<file path="config.mk">
export PLATFORM = sky130hd
export DESIGN_NAME = intersection_sequencer
export DESIGN_NICKNAME = d
export VERILOG_FILES = /design/src/rtl/intersection_pkg.sv /design/src/rtl/phase_timer.sv /design/src/rtl/intersection_sequencer.sv
export SDC_FILE = /design/constraint.sdc
export NUM_CORES = 1
export LEC_CHECK = 0
export CORE_UTILIZATION = 50
export CTS_CLUSTER_SIZE = 12
export DETAILED_ROUTE_END_ITERATION = 10
export PLACE_DENSITY = 0.75
export SLEW_MARGIN = 15
export SYNTH_ARGS = -nofsm -noshare
export SYNTH_HDL_FRONTEND = slang
export SYNTH_HIERARCHICAL = 1
export SYNTH_SLANG_ARGS = --single-unit
</file>
<file path="constraint.sdc">
create_clock -name clk -period 3.6 [get_ports clk]
set_clock_uncertainty 0.2 [all_clocks]
set_input_delay 0.54 -clock clk [delete_from_list [all_inputs] [get_ports clk]]
set_output_delay 0.54 -clock clk [all_outputs]
set_load 0.03 [all_outputs]
</file>
<file path="src/rtl/intersection_pkg.sv">
// Shared types for the intersection sequencer: phase encodings and lamp bundle.
package intersection_pkg;

  localparam int PHASE_W = 3;

  typedef enum logic [PHASE_W-1:0] {
    ALL_RED_A = 3'd0,
    NS_GREEN  = 3'd1,
    NS_YELLOW = 3'd2,
    ALL_RED_B = 3'd3,
    EW_GREEN  = 3'd4,
    EW_YELLOW = 3'd5,
    WALK      = 3'd6
  } phase_e;

  typedef struct packed {
    logic red;
    logic yellow;
    logic green;
  } lamp_t;

  localparam lamp_t LAMP_RED    = '{red: 1'b1, yellow: 1'b0, green: 1'b0};
  localparam lamp_t LAMP_YELLOW = '{red: 1'b0, yellow: 1'b1, green: 1'b0};
  localparam lamp_t LAMP_GREEN  = '{red: 1'b0, yellow: 1'b0, green: 1'b1};

endpackage

</file>
<file path="src/rtl/phase_timer.sv">
// Loadable down-counter paced by the tick strobe; expired_o flags count==0.
module phase_timer #(
  parameter int              CNT_W   = 8,
  parameter logic [CNT_W-1:0] RST_VAL = '0
) (
  input  logic             clk_i,
  input  logic             rst_i,
  input  logic             tick_i,
  input  logic             load_i,
  input  logic [CNT_W-1:0] load_val_i,
  output logic             expired_o
);

  logic [CNT_W-1:0] count_q, count_d;

  // Saturates at zero so a held phase keeps reporting expiry on every tick.
  always_comb begin
    count_d = count_q;
    if (load_i)
      count_d = load_val_i;
    else if (tick_i && count_q != '0)
      count_d = count_q - CNT_W'(1);
  end

  always_ff @(posedge clk_i or posedge rst_i) begin
    if (rst_i) count_q <= RST_VAL;
    else       count_q <= count_d;
  end

  assign expired_o = (count_q == '0);

endmodule

</file>
<file path="src/rtl/intersection_sequencer.sv">
// Two-way traffic light sequencer with optional pedestrian WALK phase,
// enabled by defining INTERSECTION_PED_WALK_EN.
module intersection_sequencer
  import intersection_pkg::*;
#(
  parameter int GREEN_TICKS  = 8,
  parameter int YELLOW_TICKS = 3,
  parameter int ALLRED_TICKS = 1,
  parameter int WALK_TICKS   = 6,
  parameter int CNT_W        = 8
) (
  input  logic               clk,
  input  logic               reset,
  input  logic               tick,
  input  logic               ew_car,
  input  logic               ped_req,
  output logic               ns_red,
  output logic               ns_yellow,
  output logic               ns_green,
  output logic               ew_red,
  output logic               ew_yellow,
  output logic               ew_green,
  output logic               walk,
  output logic [PHASE_W-1:0] phase
);

  localparam logic [CNT_W-1:0] GREEN_LD  = CNT_W'(GREEN_TICKS - 1);
  localparam logic [CNT_W-1:0] YELLOW_LD = CNT_W'(YELLOW_TICKS - 1);
  localparam logic [CNT_W-1:0] ALLRED_LD = CNT_W'(ALLRED_TICKS - 1);
  localparam logic [CNT_W-1:0] WALK_LD   = CNT_W'(WALK_TICKS - 1);

  phase_e           state_q, state_d;
  logic             expired, advance, load;
  logic [CNT_W-1:0] load_val;
  logic             ped_pending;
  lamp_t            ns_lamp, ew_lamp;

`ifdef INTERSECTION_PED_WALK_EN
  logic ped_q, ped_d;

  // Entering WALK clears the request; presses during WALK are discarded.
  always_comb begin
    ped_d = ped_q;
    if (state_d == WALK && state_q != WALK)
      ped_d = 1'b0;
    else if (state_q != WALK && ped_req)
      ped_d = 1'b1;
  end

  always_ff @(posedge clk or posedge reset) begin
    if (reset) ped_q <= 1'b0;
    else       ped_q <= ped_d;
  end

  assign ped_pending = ped_q;
`else
  logic unused_ped_req;
  assign unused_ped_req = ped_req;
  assign ped_pending    = 1'b0;
`endif

  phase_timer #(.CNT_W(CNT_W), .RST_VAL(ALLRED_LD)) u_timer (
    .clk_i      (clk),
    .rst_i      (reset),
    .tick_i     (tick),
    .load_i     (load),
    .load_val_i (load_val),
    .expired_o  (expired)
  );

  always_ff @(posedge clk or posedge reset) begin
    if (reset) state_q <= ALL_RED_A;
    else       state_q <= state_d;
  end

  assign advance = tick && expired;

  always_comb begin
    state_d = state_q;
    if (advance) begin
      unique case (state_q)
        ALL_RED_A: state_d = NS_GREEN;
        NS_GREEN:  if (ew_car || ped_pending) state_d = NS_YELLOW;
        NS_YELLOW: state_d = ALL_RED_B;
        ALL_RED_B: state_d = ew_car ? EW_GREEN : (ped_pending ? WALK : ALL_RED_A);
        EW_GREEN:  state_d = EW_YELLOW;
        EW_YELLOW: state_d = ped_pending ? WALK : ALL_RED_A;
        WALK:      state_d = ALL_RED_A;
        default:   state_d = ALL_RED_A;
      endcase
    end
  end

  // A held NS_GREEN never reloads, so the counter stays parked at zero.
  assign load = (state_d != state_q);

  always_comb begin
    unique case (state_d)
      NS_GREEN, EW_GREEN:   load_val = GREEN_LD;
      NS_YELLOW, EW_YELLOW: load_val = YELLOW_LD;
      WALK:                 load_val = WALK_LD;
      default:              load_val = ALLRED_LD;
    endcase
  end

  always_comb begin
    ns_lamp = LAMP_RED;
    ew_lamp = LAMP_RED;
    walk    = 1'b0;
    unique case (state_q)
      NS_GREEN:  ns_lamp = LAMP_GREEN;
      NS_YELLOW: ns_lamp = LAMP_YELLOW;
      EW_GREEN:  ew_lamp = LAMP_GREEN;
      EW_YELLOW: ew_lamp = LAMP_YELLOW;
      WALK:      walk    = 1'b1;
      default: ;
    endcase
  end

  assign {ns_red, ns_yellow, ns_green} = ns_lamp;
  assign {ew_red, ew_yellow, ew_green} = ew_lamp;
  assign phase = state_q;

endmodule

</file>
==> metrics.cfg <==
[placement]
io_buffers=13
gp_congestion=0.7602
dp_hpwl_um=1172
dp_cells=124

[synthesis]
synthArstFlopShare_pct=100.0
yosysWarnings=6
synth_top_cell_area_share_pct=34.54
synth_common_cells=dfrtp_1, nand2_1, nor2_1, o21ai_0, inv_1
synth_cells=94
synth-edff-count=0
ys_types=43
ys_seq_area_share_pct=34.54
yosys.area.top_type=dfrtp_1
synth_area_um2=797.0
ys_ff_latch=11
ys.flop_type=dfrtp_1
ys_top_cells_by_area=dfrtp_1, nand2_1, nor2_1
syn_avg_cell_area_um2=8.479

[timing]
fin_setup_tns_ps=0
max_slew_margin_pct=54.84
worstMarginPinSlew_ps=668.0
post-route-min-period_ps=2752
rsz0062_at_grt=no
fmax_ghz=0.3634
hold_viol=0
fin_crit_sh_pct=76.43
finalSetupViolCount=0
slew_violations=0

[routing]
vias=735
vias_per_cell=5.742
detail_route.iter0.violations=13
drc=0
drt_pass1_iterations=4
wl_per_cell_um=13.16
ant_nets=0
routed_wl_um=1684

[cts]
clkLatencyLatePin_ps=270
cts_buffer_depth=2
root_buffer=clkbuf_4
numCtsBuffers=3
cts_tree=yes
clkTransAtPathRegs_ps=80
holdBufCountCts=0
cts.sinks=11
postCtsSetupRepairBufs=0
htreeDepth=1
ctsResizeCount=0

[critical_path]
required_ps=3550
path_cells=inv_1 > ha_1 > or4b_4 > nor2_1 > nand2_1 > nor2_1 > buf_4 > nor2b_1 > a22oi_1 > o41ai_1
cp_slowest_stage_delay_ps=500
critPathSlowestCell=or4b_4
crit_top_cell=nor2_1
worstPathArrival_ps=2700
start_kind=flip-flop
crit_type=flip-flop to flip-flop
worstPathMaxFanout=17
cp-end-kind=flip-flop

[finish]
nFillCells=118
diodes=0
fin_cells=128
drive_gt1_share_pct=8.929
fin_nets=120
area_growth_pct=21.66
fin_util_pct=65.13

[die]
coreArea_mm2=0.001489
rows=14
initial_utilization_pct=53.53
die_w_um=41.93
die_h_um=41.93
die-area_mm2=0.001758
io_pins=15

[pwr]
leakage_uw=0.0004205
ir_worst_vdd_mv=0.4569
power_uw=770.6
p_per_area_mw_per_mm2=794.7

[global_route]
track_usage_pct=21.24
grt_max_degree=18
antenna_found_initial=0
grt_pass1_wl_um=2870
grt_pass1_vias=639
overflow=0

[run]
drv_cap=0

[hold_path]
holdCritPathClass=input pin to async pin

[status]
status=finished, final reports clean

report_power, final:
group	leakage, uW	switching, uW	internal [uW]	total (uW)
clock	0.0000177	45.2	41.1	86.3
combinational	0.000270	230	199	428
sequential	0.000133	77.7	179	256
path summary, 6_finish.rpt:
check                                    from                  to  slack (ps)  cells after the start
hold / removal                          reset            phase[1]         260                      2
min in group clk           u_timer/count_q[3]  u_timer/count_q[3]         340                      1
hold reg to reg            u_timer/count_q[3]  u_timer/count_q[3]         340                      1
max in group asynchronous               reset  u_timer/count_q[7]        2590                      2
setup / recovery           u_timer/count_q[0]  u_timer/count_q[3]         850                     10
setup reg to reg           u_timer/count_q[0]  u_timer/count_q[3]         850                     10
metrics by stage:
| stage | instance area [um^2] | worst slack, ps | hold WS [ps] |
|---|---|---|---|
| 2_1_floorplan | 812.0 | 1040 | 93.64 |
| 5_1_grt | 969.7 | 668.6 | 285.3 |
| 3_3_place_gp | 942.2 | 926.5 | 319.8 |
| 4_1_cts | 969.7 | 851.7 | 254.9 |
| 6_report | 969.7 | 848.4 | 256.1 |
| 3_5_place_dp | 942.2 | 864.7 | 327.4 |
critical path, delay by kind of cell (launching register included):
family	cells	cell delay, ps
adder cells (fa/ha/maj)	1	190
AO/OA/AOI/OAI	2	240
AND/OR/NAND/NOR	5	1290
buffers and inverters	2	320
flip-flops	1	380
cell usage in the layout, fill, tap and decap left out, drive strengths merged, types with 2 or more instances in the layout:
cell type | synthesis | routed
clkdlybuf4s50 | 0 | 13
nand2 | 11 | 11
xnor2 | 2 | 2
conb | 1 | 5
or3 | 2 | 2
nand2b | 4 | 4
o21ai | 11 | 11
nor3 | 2 | 2
nand4 | 2 | 2
dfrtp | 11 | 11
ha | 2 | 2
mux2i | 2 | 2
clkbuf | 1 | 3
xor2 | 2 | 2
nor2 | 11 | 11
inv | 6 | 6
cell families (layout without fill, tap and decap cells):
kind of cell    count (synthesis)  after routing  synth area share, %
simple gates                   40             40                28.10
buf+inv                        10             24                6.278
compound gates                 23             23                19.15
mux                             3              3                3.925
flops                          11             11                34.54
other cells                     1              5               0.4705
xor+xnor                        4              4                4.396
fa+ha+maj                       2              2                3.139
metal layers:
metal / GRT usage (%) / part of all wire, % / vias up / wire length, um
met3: 3.913 / 6.8 / 4 / 115
met4: 6.452 / 1.1 / 0 / 19
met5: 0 / 0 / - / 0
met1: 30.39 / 47 / 338 / 786
li1: - / - / 367 / -
met2: 32.50 / 45 / 26 / 763
sequential cells by signal, indices dropped and copies added, names as in the netlist:
signal and cells:
phase 3, u_timer/count_q 8
layout make-up:
cell class	count	area (um^2)	share of cell area, %
Clock buffer	3	22.52	2.323
Timing Repair Buffer	14	137.6	14.19
Clock inverter	1	5.005	0.5161
Multi-Input combinational cell	77	486.7	50.19
Inverter	6	22.52	2.323
Tap cell	16	20.02	2.065
Sequential cell	11	275.3	28.39
No activity file was read; power rests on OpenSTA's default activity.
